--- config.mk ---
export PLATFORM = sky130hd
export DESIGN_NAME = cv32e40p_hwloop_ctrl_seq
export DESIGN_NICKNAME = d
export VERILOG_FILES = /design/src/rtl/cv32e40p_hwloop_ctrl_seq.sv
export SDC_FILE = /design/constraint.sdc
export NUM_CORES = 1
export LEC_CHECK = 0
export ABC_AREA = 0
export BUFFER_PORTS_ARGS = -buffer_cell sky130_fd_sc_hd__clkbuf_2
export CAP_MARGIN = 10
export CORE_AREA = 5 5 178 180
export CTS_CLUSTER_DIAMETER = 60
export DETAILED_ROUTE_END_ITERATION = 10
export DIE_AREA = 0 0 183 185
export GPL_TIMING_DRIVEN = 0
export HOLD_SLACK_MARGIN = 0.05
export SLEW_MARGIN = 20
export SYNTH_ARGS = -nofsm -noshare
export SYNTH_HDL_FRONTEND = slang
export SYNTH_SLANG_ARGS = --single-unit
--- constraint.sdc ---
create_clock -name clk -period 3.8 [get_ports clk]
set_input_delay 0.76 -clock clk [delete_from_list [all_inputs] [get_ports clk]]
set_output_delay 0.76 -clock clk [all_outputs]
set_load 0.1 [all_outputs]
--- src/rtl/cv32e40p_hwloop_ctrl_seq.sv ---
// Hardware-loop controller: sequences setup writes into the hwloop regs and raises jump/decrement at armed loop ends.
// Define HWLP_ADDR_CHECK_EN to reject malformed setups (end<=start or misaligned end) and pulse setup_err_o.
module cv32e40p_hwloop_ctrl_seq #(
  parameter int N_REGS     = 2,
  parameter int N_REG_BITS = $clog2(N_REGS)
) (
  input  logic                         clk,
  input  logic                         rst_n,
  input  logic                         setup_valid_i,
  output logic                         setup_ready_o,
  input  logic [N_REG_BITS-1:0]        setup_regid_i,
  input  logic [31:0]                  setup_start_i,
  input  logic [31:0]                  setup_end_i,
  input  logic [31:0]                  setup_cnt_i,
  output logic [31:0]                  hwlp_start_data_o,
  output logic [31:0]                  hwlp_end_data_o,
  output logic [31:0]                  hwlp_cnt_data_o,
  output logic [2:0]                   hwlp_we_o,
  output logic [N_REG_BITS-1:0]        hwlp_regid_o,
  output logic                         hwlp_valid_o,
  output logic [N_REGS-1:0]            hwlp_dec_cnt_o,
  input  logic [N_REGS-1:0][31:0]      hwlp_start_addr_i,
  input  logic [N_REGS-1:0][31:0]      hwlp_end_addr_i,
  input  logic [N_REGS-1:0][31:0]      hwlp_counter_i,
  input  logic                         pc_valid_i,
  input  logic [31:0]                  pc_i,
  output logic                         jump_o,
  output logic [31:0]                  jump_target_o,
  output logic [N_REGS-1:0]            armed_o,
`ifdef HWLP_ADDR_CHECK_EN
  output logic                         setup_err_o,
`endif
  output logic                         busy_o
);

  typedef enum logic [1:0] {IDLE, WR_START, WR_END, WR_CNT} state_e;

  state_e                 state_q;
  logic [N_REG_BITS-1:0]  regid_q;
  logic [31:0]            start_q, end_q, cnt_q;
  logic [N_REGS-1:0]      armed_q, armed_d;
  logic [N_REGS-1:0]      hit;
  logic [N_REG_BITS-1:0]  win;
  logic                   any_hit, retire, accept, bad_addr;

  assign setup_ready_o = (state_q == IDLE);
  assign busy_o        = (state_q != IDLE);
  assign accept        = setup_valid_i && setup_ready_o;
  assign armed_o       = armed_q;

`ifdef HWLP_ADDR_CHECK_EN
  logic err_q;
  assign bad_addr    = (setup_end_i <= setup_start_i) || (setup_end_i[1:0] != 2'b00);
  assign setup_err_o = err_q;

  always_ff @(posedge clk or negedge rst_n) begin
    if (!rst_n) err_q <= 1'b0;
    else        err_q <= accept && bad_addr;
  end
`else
  assign bad_addr = 1'b0;
`endif

  // Loop-end match; lowest index wins because loop 0 is the innermost.
  always_comb begin
    hit = '0;
    win = '0;
    for (int i = 0; i < N_REGS; i++) begin
      hit[i] = pc_valid_i && armed_q[i] && (pc_i == hwlp_end_addr_i[i]) &&
               (hwlp_counter_i[i] != 32'd0);
    end
    for (int i = N_REGS - 1; i >= 0; i--) begin
      if (hit[i]) win = N_REG_BITS'(i);
    end
  end

  assign any_hit        = |hit;
  assign retire         = any_hit && (hwlp_counter_i[win] == 32'd1);
  assign hwlp_valid_o   = any_hit;
  assign hwlp_dec_cnt_o = any_hit ? (N_REGS'(1) << win) : '0;
  assign jump_o         = any_hit && (hwlp_counter_i[win] > 32'd1);
  assign jump_target_o  = jump_o ? hwlp_start_addr_i[win] : 32'd0;

  // A fresh accept overrides any retire or arm on the same loop.
  always_comb begin
    armed_d = armed_q;
    if (retire) armed_d[win] = 1'b0;
    if (state_q == WR_CNT && cnt_q != 32'd0) armed_d[regid_q] = 1'b1;
    if (accept) armed_d[setup_regid_i] = 1'b0;
  end

  always_comb begin
    hwlp_we_o = 3'b000;
    unique case (state_q)
      WR_START: hwlp_we_o = 3'b001;
      WR_END:   hwlp_we_o = 3'b010;
      WR_CNT:   hwlp_we_o = 3'b100;
      default:  hwlp_we_o = 3'b000;
    endcase
  end

  assign hwlp_start_data_o = hwlp_we_o[0] ? start_q : 32'd0;
  assign hwlp_end_data_o   = hwlp_we_o[1] ? end_q   : 32'd0;
  assign hwlp_cnt_data_o   = hwlp_we_o[2] ? cnt_q   : 32'd0;
  assign hwlp_regid_o      = busy_o ? regid_q : '0;

  always_ff @(posedge clk or negedge rst_n) begin
    if (!rst_n) begin
      state_q <= IDLE;
      regid_q <= '0;
      start_q <= 32'd0;
      end_q   <= 32'd0;
      cnt_q   <= 32'd0;
      armed_q <= '0;
    end else begin
      armed_q <= armed_d;
      unique case (state_q)
        IDLE: begin
          if (accept) begin
            regid_q <= setup_regid_i;
            start_q <= setup_start_i;
            end_q   <= setup_end_i;
            cnt_q   <= setup_cnt_i;
            if (!bad_addr) state_q <= WR_START;
          end
        end
        WR_START: state_q <= WR_END;
        WR_END:   state_q <= WR_CNT;
        WR_CNT:   state_q <= IDLE;
        default:  state_q <= IDLE;
      endcase
    end
  end

endmodule

* After elaboration in Yosys (flattened, before gate mapping)
Index checks and enable logic that the tools add are counted.
Operators by class: $lt $le $gt $ge 7, reductions and logical operators 20, equality and inequality tests 7, shift-type cells 1, muxes and demuxes 24, bitwise logic cells 5
Operators by type and width (count):
- $mux 32 | 8
- $reduce_bool 32->1 | 3
- $eq 32x32->1 | 2
- $eq 32x1->1 const B | 1
- $gt 32x1->1 const B | 1
- $logic_and 1x1->1 | 13
- $mux 2 | 5
- $pmux 3 s3 | 1
- $pmux 2 s4 | 1
- $lt 1x2->1 const B | 3
- $mux 1 | 6
- $and 2x2->2 | 2
- $eq 2x2->1 const B | 2
- $not 2->2 | 2
- $demux 1 s1 | 3
- $ge 1x1->1 const B | 3
- $eq 2x1->1 const B | 1
- $logic_not 2->1 | 1
- $ne 2x1->1 const B | 1
- $or 2x2->2 | 1
- $reduce_and 2->1 | 1
- $reduce_bool 2->1 | 1
- $reduce_or 2->1 | 1
- $shl 1x1->2 const A | 1
Word-level totals: logic and storage cells 70, input bits 325, register bits 101, output and inout bits 140

* Depth between registers and ports, before layout
word-level depth 16, gate-level depth with buffers 9, depth with buffers taken out 7

* Least setup slack after synthesis
Ideal clock, no wire load.
kind in2out, start point input port hwlp_counter_i[12] in the netlist's numbering, end point output port jump_target_o[0], data arrival time 4.110 ns, path slack -1.070 ns, stages on the path 8, path buffers 1, data required time 3.040 ns, path through nor4_1 > nand2_1 > or4_4 > o2111ai_4 > inv_2 > or3_1 > buf_2 > a22oi_1
On the way: word-level cells in the longest chain between the ends 8, elaborated cells between the ends (all ways) 11, those cells by class order compare: 1; mux: 6; reduce/logical: 4
RTL lines:
- from (decl) | line 24 | input logic [N_REGS-1:0][31:0] hwlp_counter_i,
- $reduce_bool 32->1 | line 70 | (hwlp_counter_i[i] != 32'd0);
- $logic_and 1x1->1 | line 69 | hit[i] = pc_valid_i && armed_q[i] && (pc_i == hwlp_end_addr_i[i]) &&
- $mux 1 | line 73 | if (hit[i]) win = N_REG_BITS'(i);
- $mux 32 (implied by the code) (2 in a row) | line 81 | assign jump_o = any_hit && (hwlp_counter_i[win] > 32'd1);
- $gt 32x1->1 | line 81
- $logic_and 1x1->1 | line 81
- $mux 32 * | line 82 | assign jump_target_o = jump_o ? hwlp_start_addr_i[win] : 32'd0;
- to (decl) | line 28 | output logic [31:0] jump_target_o,
Mark *: on every way between the ends. The rest lies on a longest branch, timed or not. The select of a mux whose other input is x is not followed.

* Final worst setup path
start point input port hwlp_counter_i[9] in the netlist's numbering, end point output port jump_target_o[14]
The elaborated chain is that of the path after synthesis.

==> metrics.cfg <==
[run_status]
status=complete, but fails checks
violations=setup timing

[worst_setup_path]
reg2regPathDepth=7
worstSetupPathType=input port to output pin
endpoint_kind=output pin
required_ps=3040
crit_path_start_kind=input port
arrival_ps=3350
reg2reg_slack_ps=760
rr_startpoint=state_q[1]
reg2reg_to=start_q[27]
cp_max_fo=10

[clock_tree]
cts_buffer_depth=2
tritoncts=done
cts.sinks=101
cts-root-buf=clkbuf_16
clk_latency_ps=350
cts.htree.levels=3
cts_buffers=9
hold_buffers=0
cts.clk_slew.worst_paths_ps=80

[hold_path]
hp-class=input port to async pin

[final_layout]
nets=1413
multi_input_area_um2=3730
layout-drive-gt1-share_pct=60.9
most-common-layout-cells=clkbuf_2, dfrtp_1, and2_1
antenna_cells=0
area_growth_pct=66.5
seq_area_um2=2530
n_fill_cell=3116
final_common_cell=clkbuf_2

[global_route]
grt.busiest_layer=met2
grt_max_degree=66
grt_pass1_wl_mm=41.2
use_met3_pct=5.11
grt_use_total_pct=15.8
use_met1_pct=16.8
grtUsageMet2_pct=29.4
antenna_found_initial=1
grt.overflow.total=0
grt_pass1_vias=7270

[detailed_routing]
drc=0
first_pass_iters=4
ant_nets=0
drt-total-wl_mm=28.8
vias=6693
vias_per_cell=4.51
post_drt_wl_per_cell_um=19.4
first_iter_violations=182

[yosys]
synth_seq_cells=101
ys_seq_area_share_pct=40.1
yosysTopAreaCell=dfrtp_1
syn_area_um2=6300
synthesis.nets=922
synth_top_cell_area_share_pct=40.1
synth_cells=592
ys_types=30
yosys-top-cells-area=dfrtp_1, mux2_2, and2_1, xnor2_1, a22oi_2
synth_warnings=0
avgSynthCellArea_um2=10.6

[power]
p_per_area_nw_per_um2=772
power.leakage_nw=4.88
peakVddDrop_v=0.000638

[placed_design]
post-dp-hpwl_mm=23.7
numPortBuffers=464
place_ws_ps=-1090
gp_congestion=0.884

[sta]
relSlewSlack_pct=53.1
maxSlewViolCount=0
rsz0062_at_grt=yes
worst_pin_slew_ps=704
max_freq_mhz=243
hold-worst-slack_ps=320
post-route-min-period_ps=4110
final.setup.worst_slack_ps=-307
final_hold_viol_count=0
min_period_over_period_pct=108
fin_skew_ps=11.1
setup_viol=33

[job]
cap_violations=0

[floorplanning]
rows=64
io-pin-count=465
start_util_pct=21.0
core_area_um2=30000
fp.dieW_um=183
die_y_um=185
dieArea_um2=33900

## cell type report
| cell class | count | area share [%] |
|---|---|---|
| Timing Repair Buffer | 481 | 30.1 |
| Buffer | 42 | 2.40 |
| Sequential cell | 101 | 24.1 |
| Inverter | 7 | 0.274 |
| Multi-Input combinational cell | 441 | 35.5 |
| Clock inverter | 7 | 0.763 |
| Tap cell | 396 | 4.72 |
| Clock buffer | 9 | 2.15 |
## logic make-up after synthesis
| logic type | count (synthesis) | share of synthesized area, % |
|---|---|---|
| adder cells (fa/ha/maj) | 5 | 0.992 |
| AND/OR/NAND/NOR | 203 | 19.6 |
| buffers and inverters | 50 | 3.41 |
| flip-flops | 101 | 40.1 |
| XOR/XNOR | 64 | 8.89 |
| AO/OA/AOI/OAI | 73 | 9.90 |
| multiplexers | 96 | 17.1 |
## cell usage after synthesis (all sizes together)
cell and instances:
dfrtp 101, and2 97, mux2 96, xnor2 53, nand4 48, o21ai 36
clkbuf 35, a22oi 33, nor4 27, nand2 11, xor2 11, buf 8
inv 7, ha 5, nor3 5, nand3 4, nor2 4, or4 3
nand2b 2, a41oi 1, nor4bb 1, o2111ai 1, o21a 1, o22a 1
or3 1
## worst max path at each step
| stage | startpoint | to | slack (ps) | depth (start not counted) |
|---|---|---|---|---|
| after detailed placement | pc_i[27] | jump_target_o[21] | -1090 | 9 |
| after floorplan | hwlp_counter_i[23] | jump_target_o[10] | -520 | 9 |
| after CTS | hwlp_counter_i[15] | jump_target_o[21] | -320 | 11 |
| after global placement | pc_i[27] | jump_target_o[21] | -1480 | 9 |
| after global routing | hwlp_counter_i[9] | jump_target_o[8] | -370 | 11 |
| final | hwlp_counter_i[9] | jump_target_o[14] | -310 | 11 |
## power breakdown
part	switching (mW)	internal, mW	total [mW]
clock network	0.436	0.521	0.957
logic	3.98	1.21	5.19
registers	0.321	1.63	1.95
total	4.74	3.36	8.10
## per-layer routing
| layer | vias to the layer above | wire length [µm] |
|---|---|---|
| li1 | 3107 | - |
| met1 | 3188 | 10200 |
| met2 | 352 | 14900 |
| met3 | 44 | 2870 |
| met4 | 2 | 767 |
| met5 | - | 13 |
## per-stage QoR
stage | power [mW] | setup TNS, ps | std cells | instance area [µm²] | util, %
after floorplan | 6.12 | -15470 | 592 | 6360 | -
after global placement | 7.12 | -40010 | 1452 | 9180 | 30.6
after detailed placement | 7.19 | -31500 | 1453 | 9220 | 30.7
after CTS | 8.19 | -8690 | 1477 | 10300 | 34.2
after global routing | 8.49 | -10480 | 1484 | 10500 | 35.0
final | 8.10 | -8080 | 1484 | 10500 | 35.0
## sequential cells by signal (all words and copies together), names as in the netlist
signal   cells
end_q       32
regid_q      1
cnt_q       32
state_q      2
armed_o      2
start_q     32
## worst max-delay path: stages
cell and delay, ps:
clkbuf_2 90, nor4_2 260, nand2_1 90, or4_4 590
o2111ai_4 310, inv_4 90, or3_4 350, buf_12 160
buf_12 150, a22oi_2 220, clkbuf_16 250
## timing repair
action | CTS | global route
gates cloned | 0 | 2
endpoints found under the setup margin | 36 | 35
buffers inserted | 9 | 5
pin swaps | 14 | 17
resized for setup | 117 | 39
Power figures use the tool's default switching activity.
